**src/rtl/baccarat_fsm.sv**
```systemverilog
// Baccarat table control: deals P1,D1,P2,D2 then applies tableau third-card rules; lights in DONE.
// Latency: one state per slow_clock edge, loads registered; lights combinational from live scores in DONE.
// No backpressure: the datapath must accept a load strobe every cycle. Checkers under BACCARAT_FSM_ASSERT_EN.
module baccarat_fsm (
  input  logic       slow_clock,
  input  logic       resetb,
  input  logic [3:0] dscore,
  input  logic [3:0] pscore,
  input  logic [3:0] pcard3,
  output logic       load_pcard1,
  output logic       load_pcard2,
  output logic       load_pcard3,
  output logic       load_dcard1,
  output logic       load_dcard2,
  output logic       load_dcard3,
  output logic       player_win_light,
  output logic       dealer_win_light
);

  typedef enum logic [2:0] {
    IDLE = 3'd0,
    P1   = 3'd1,
    D1   = 3'd2,
    P2   = 3'd3,
    D2   = 3'd4,
    P3   = 3'd5,
    D3   = 3'd6,
    DONE = 3'd7
  } state_t;

  state_t state;
  state_t state_nxt;
  logic   in_done;

  // Face cards and tens count as zero toward the dealer's drawing decision.
  function automatic logic dealer_draws(input logic [3:0] ds, input logic [3:0] card);
    logic [3:0] v;
    logic       draw;
    v    = (card <= 4'd9) ? card : 4'd0;
    draw = 1'b0;
    case (ds)
      4'd0, 4'd1, 4'd2: draw = 1'b1;
      4'd3:             draw = (v != 4'd8);
      4'd4:             draw = (v >= 4'd2) && (v <= 4'd7);
      4'd5:             draw = (v >= 4'd4) && (v <= 4'd7);
      4'd6:             draw = (v == 4'd6) || (v == 4'd7);
      default:          draw = 1'b0;
    endcase
    return draw;
  endfunction

  always_comb begin
    state_nxt = state;
    case (state)
      IDLE: state_nxt = P1;
      P1:   state_nxt = D1;
      D1:   state_nxt = P2;
      P2:   state_nxt = D2;
      D2: begin
        if ((pscore >= 4'd8) || (dscore >= 4'd8))
          state_nxt = DONE;
        else if (pscore <= 4'd5)
          state_nxt = P3;
        else if (dscore <= 4'd5)
          state_nxt = D3;
        else
          state_nxt = DONE;
      end
      P3:   state_nxt = dealer_draws(dscore, pcard3) ? D3 : DONE;
      D3:   state_nxt = DONE;
      DONE: state_nxt = DONE;
      default: state_nxt = IDLE;
    endcase
  end

  // Strobes are registered from the next state so they are glitch-free Moore outputs.
  always_ff @(posedge slow_clock or negedge resetb) begin
    if (!resetb) begin
      state       <= IDLE;
      in_done     <= 1'b0;
      load_pcard1 <= 1'b0;
      load_dcard1 <= 1'b0;
      load_pcard2 <= 1'b0;
      load_dcard2 <= 1'b0;
      load_pcard3 <= 1'b0;
      load_dcard3 <= 1'b0;
    end else begin
      state       <= state_nxt;
      in_done     <= (state_nxt == DONE);
      load_pcard1 <= (state_nxt == P1);
      load_dcard1 <= (state_nxt == D1);
      load_pcard2 <= (state_nxt == P2);
      load_dcard2 <= (state_nxt == D2);
      load_pcard3 <= (state_nxt == P3);
      load_dcard3 <= (state_nxt == D3);
    end
  end

  // Lights follow the live scores so a late score update is shown without a clock edge.
  assign player_win_light = in_done && (pscore >= dscore);
  assign dealer_win_light = in_done && (dscore >= pscore);

`ifdef BACCARAT_FSM_ASSERT_EN
  always @(posedge slow_clock) begin
    if (resetb) begin
      assert ($onehot0({load_pcard1, load_dcard1, load_pcard2,
                        load_dcard2, load_pcard3, load_dcard3}))
        else $error("baccarat_fsm: load strobes not one-hot-or-zero");
      assert (in_done || (!player_win_light && !dealer_win_light))
        else $error("baccarat_fsm: light active outside DONE");
      assert (state inside {IDLE, P1, D1, P2, D2, P3, D3, DONE})
        else $error("baccarat_fsm: unencoded state");
    end
  end
`endif

endmodule

```
**config.mk**
```make
export PLATFORM = sky130hd
export DESIGN_NAME = baccarat_fsm
export DESIGN_NICKNAME = d
export VERILOG_FILES = /design/src/rtl/baccarat_fsm.sv
export SDC_FILE = /design/constraint.sdc
export NUM_CORES = 1
export LEC_CHECK = 0
export ABC_CLOCK_PERIOD_IN_PS = 1900
export CORE_AREA = 4 4 42 44
export DETAILED_ROUTE_END_ITERATION = 16
export DIE_AREA = 0 0 46 48
export HOLD_SLACK_MARGIN = 0.03
export PLACE_DENSITY = 0.73
export SETUP_SLACK_MARGIN = 0.4
export SLEW_MARGIN = 20
export SYNTH_ARGS = -nofsm -noshare
export SYNTH_HDL_FRONTEND = slang
export SYNTH_SLANG_ARGS = --single-unit
```
**constraint.sdc**
```tcl
create_clock -name slow_clock -period 1.9 [get_ports slow_clock]
set_clock_uncertainty 0.15 [all_clocks]
set_input_delay 0.285 -clock slow_clock [delete_from_list [all_inputs] [get_ports slow_clock]]
set_output_delay 0.285 -clock slow_clock [all_outputs]
set_load 0.1 [all_outputs]
```
; Word-level counts from Yosys, hierarchy flattened
; Index checks and enable logic that the tools add are counted.
[classes]
magnitude_cmp = 10
n_eq_ne = 23
n_reduce_logical = 10
n_mux = 8
[ops]
columns = op, n
row1 = "3-bit equality test, second input constant", 8
row2 = 3-bit case mux with 7 select lines, 1
row3 = "4-bit by 3-bit equality test with 1-bit output, second input constant", 5
row4 = "3-bit by 2-bit equality test with 1-bit output, second input constant", 4
row5 = "4-bit by 3-bit <= comparator with 1-bit output, second input constant", 3
row6 = "4-bit by 2-bit equality test with 1-bit output, second input constant", 2
row7 = 4-bit >= comparator, 2
row8 = "4-bit >= comparator, second input constant", 2
row9 = "3-bit by 1-bit equality test with 1-bit output, second input constant", 2
row10 = 1-bit case mux with 5 select lines, 1
row11 = "4-bit by 1-bit equality test with 1-bit output, second input constant", 1
row12 = "4-bit by 2-bit >= comparator with 1-bit output, second input constant", 1
row13 = "4-bit by 3-bit >= comparator with 1-bit output, second input constant", 1
row14 = "4-bit <= comparator, second input constant", 1
row15 = 1-bit logical AND, 4
row16 = 4-bit logical NOT, 1
row17 = 2-bit two-way mux, 2
row18 = 4-bit two-way mux, 1
row19 = "4-bit != test, second input constant", 1
row20 = 3-bit logical NOT, 1
row21 = 1-bit two-way mux, 3
row22 = 3-bit OR reduction, 1
row23 = 1-bit logical OR, 2
row24 = 2-bit OR reduction, 1
[word_totals]
register_bits = 10
out_inout_bits = 8
word_cells = 59
inputBits = 14

; Longest topological paths before layout
[logic_depth]
depth_word = 9
ltp_mapped = 6
mapped_depth_nobuf = 6

; Worst setup path after synthesis
; Ideal clock, no wire load.
[synth_path]
path_type = input to output
startpoint = input pscore[1]
endpoint = output dealer_win_light
path_stages = 6
path_slack_ns = -1.571
n_path_buf = 0
t_arrival_ns = 3.036
t_required_ns = 1.465
cell_sequence = inv_1 -> ha_1 -> nor2b_1 -> o21a_1 -> o21ai_0 -> a21boi_0
[synth_between]
elab_chain_cells = 2
[synth_lines]
columns = item, line
row1 = from (decl), 8  ; input logic [3:0] pscore,
row2 = 4-bit >= comparator, 101  ; assign dealer_win_light = in_done && (dscore >= pscore);
row3 = 1-bit logical AND, 101
row4 = to (decl), 17  ; output logic dealer_win_light
; No other way between the ends.

; Worst setup path in the final report
[layout_path]
startpoint = input pscore[1]
endpoint = output player_win_light
[layout_between]
elab_chain_cells = 2
[layout_lines]
columns = item, line
row1 = 4-bit >= comparator, 100  ; assign player_win_light = in_done && (pscore >= dscore);
row2 = 1-bit logical AND, 100
row3 = to (decl), 16  ; output logic player_win_light,
; No other way between the ends.

==> impl_metrics.py <==
metrics = {
    "critical_path": {
        "worstPathRequired_ps": 1460,
        "worstSetupPathType": "in -> out",
        "max_stage_delay_ps": 190,
        "crit_top_cell": "buf_6",
        "crit_fanout": 2,
        "crit_path_start_kind": "primary input",
        "cp-end-kind": "output pin",
        "critPathSlowestCell": "ha_4",
        "crit_chain": "buf_6 -> buf_6 -> inv_12 -> ha_4 -> nor2b_4 -> o21a_1 -> o21ai_2 -> a22o_4 -> buf_12",
        "cp.arrival_ps": 1530,
    },
    "final_layout": {
        "final_area_um2": 1020,
        "post_route_cells_drive_above_1_share": 0.396,
        "stdcell_count": 107,
        "final_util": 0.707,
        "syn_to_final_growth_pct": 86.7,
        "diodes": 0,
        "nFillCells": 107,
        "nNetsFinal": 111,
    },
    "synth": {
        "synth_cell_type_count": 23,
        "syn-num-nets": 77,
        "ys_warn_count": 0,
        "yosysTopAreaCell": "dfrtp_1",
        "ys_seq_area_frac": 0.460,
        "synth_seq_cells": 10,
        "synth_area_um2": 544,
        "synth_area_leaders": "dfrtp_1 (46%), ha_1 (9.2%), nor2_1 (6.2%), nor2b_1 (4.6%), inv_1 (4.1%)",
        "synth_top_area_share": 0.460,
        "syn_inst": 59,
        "avgSynthCellArea_um2": 9.22,
    },
    "sta": {
        "drv_slew": 0,
        "rsz0062_at_grt": "yes",
        "clock.fmax_mhz": 508,
        "max-slew-margin-rel": 0.722,
        "setup_ws_ps": -69.9,
        "worstMarginPinSlew_ps": 415,
        "hold_viol_final": 0,
        "layout_min_cycle_time_ps": 1970,
        "setup_viol": 2,
        "final.period_utilization": 1.04,
    },
    "run_status": {
        "status": "complete, but fails checks",
        "violations": "negative setup slack",
    },
    "placed_design": {
        "dp_hpwl_mm": 1.02,
        "gp_congestion": 0.763,
        "io_buffers": 21,
        "dp.cells": 103,
        "place_area_um2": 960,
    },
    "global_routing": {
        "grt_pass1_wl_mm": 2.29,
        "antenna_found_initial": 0,
        "grtUsageTotal": 0.144,
        "grt_max_degree": 11,
        "grt_overflow": 0,
        "grt_pass1_vias": 561,
    },
    "route": {
        "wl_per_cell_um": 12.4,
        "postRouteAntennaNets": 0,
        "dr.pass1.iters": 4,
        "routed_via_density": 5.19,
        "drt-initial-drc-count": 11,
        "wl_mm": 1.33,
        "num_vias": 555,
        "drc": 0,
    },
    "die": {
        "die_x_um": 46,
        "die_h_um": 48,
        "core_um2": 1440,
        "rows": 14,
        "start_util": 0.379,
        "dieArea_um2": 2210,
        "io-pin-count": 22,
    },
    "clock_tree": {
        "htreeDepth": 1,
        "cts-root-buf": "clkbuf_4",
        "clk_pin_slew_ps": 60,
        "cts_buffers": 3,
        "insertion_delay_ps": 250,
        "numClockSinks": 10,
        "tritoncts": "built",
        "ctsLongestPathBuffers": 2,
    },
    "hold_path": {
        "hold_path.class": "in -> async",
    },
    "pwr": {
        "ir_drop_mv": 0.341,
        "p_per_area_nw_per_um2": 515,
        "p_leak_nw": 0.495,
    },
    "flow_run": {
        "max-cap-violations": 0,
    },
}
through the flow:
step           setup slack [ps]  power (mW)  setup TNS [ps]  hold slack, ps
2_1_floorplan              15.8       0.301               0            -161
3_3_place_gp               -515       0.384           -1150             342
3_5_place_dp               -553       0.386           -1250             343
4_1_cts                   -68.1       0.524           -71.0             192
5_1_grt                    -126       0.546            -186             230
6_report                  -69.9       0.524           -78.1             180
path summary, 6_finish.rpt:
path                                     from  depth (start not counted)  slack (ps)                     to
max                                 pscore[1]                          9         -70       player_win_light
min                                    resetb                          1         180  load_dcard1$_DFF_PN0_
max reg2reg                state[0]$_DFF_PN0_                          4         580      in_done$_DFF_PN0_
min reg2reg                state[1]$_DFF_PN0_                          1         350  load_pcard1$_DFF_PN0_
max in group asynchronous              resetb                          1        1130  load_pcard3$_DFF_PN0_
min in group slow_clock    state[1]$_DFF_PN0_                          1         350  load_pcard1$_DFF_PN0_
report_power, final:
| part | internal, mW | switching (mW) |
|---|---|---|
| sequential | 0.213 | 0 |
| clock | 0.0725 | 0.0604 |
| combinational | 0.0845 | 0.0931 |
cell usage after synthesis:
cell / count
o21ai_0: 1
clkbuf_1: 1
dfrtp_1: 10
a31oi_1: 1
and4_1: 1
o21a_1: 1
and4b_1: 1
a21oi_1: 2
a211o_1: 1
a21boi_0: 1
ha_1: 4
or3b_1: 1
inv_1: 6
a22o_1: 1
o311ai_1: 1
a31o_1: 1
nand3_1: 2
nand2_1: 4
nor2_1: 9
nor3_1: 2
nor2b_1: 4
nand2b_1: 2
nand4_1: 2
worst max-delay path: cells and delay by family:
family | cells | cell delay, ps
compound gates | 3 | 520
fa+ha+maj | 1 | 190
buf+inv | 4 | 410
simple gates | 1 | 120
area by class of cell:
| cell class | count | area (um^2) | area share |
|---|---|---|---|
| Timing Repair Buffer | 30 | 349 | 0.344 |
| Multi-Input combinational cell | 42 | 339 | 0.334 |
| Sequential cell | 10 | 250 | 0.246 |
| Inverter | 6 | 35.0 | 0.0345 |
| Clock buffer | 3 | 22.5 | 0.0222 |
| Tap cell | 16 | 20.0 | 0.0197 |
state kept, by name, indices dropped and copies added, names as in the netlist:
register and cells:
load_dcard3 1, load_pcard2 1, load_dcard2 1, load_pcard1 1, load_pcard3 1, load_dcard1 1
state 3, in_done 1
cell usage in the layout, fill, tap and decap left out, drive strengths merged:
cell / count
nand3: 2
a22o: 1
clkbuf: 4
nand4: 2
ha: 4
dfrtp: 10
inv: 6
buf: 19
nand2: 4
or3b: 1
o21ai: 1
a21boi: 1
a31o: 1
and4: 1
nor2b: 4
dlygate4sd2: 6
clkdlybuf4s50: 2
clkdlybuf4s15: 1
a21oi: 2
and4b: 1
a211o: 1
dlymetal6s2s: 1
nor2: 9
a31oi: 1
o21a: 1
nor3: 2
nand2b: 2
o311ai: 1
cells by family (layout without fill, tap and decap cells):
kind of cell | count (synthesis) | in the layout | share of synthesized area
and+or+nand+nor | 28 | 28 | 0.269
AOI/OAI and AO/OA | 10 | 10 | 0.131
DFF | 10 | 10 | 0.460
buffers and inverters | 7 | 39 | 0.0483
adders and majority gates | 4 | 4 | 0.0920
layer usage:
metal	wire [um]	global-route usage	up-vias
met2	738	0.269	20
met4	14	0.0511	0
met1	507	0.164	260
met3	70	0.0226	2
met5	0	0	-
li1	-	-	273
what timing repair did:
item	4_1_cts	5_1_grt
gates resized for setup	28	2
setup buffers	1	0
hold buffers	0	0
endpoints found under the setup margin	6	4
pin swaps	10	2
No activity file was read; power rests on OpenSTA's default activity.
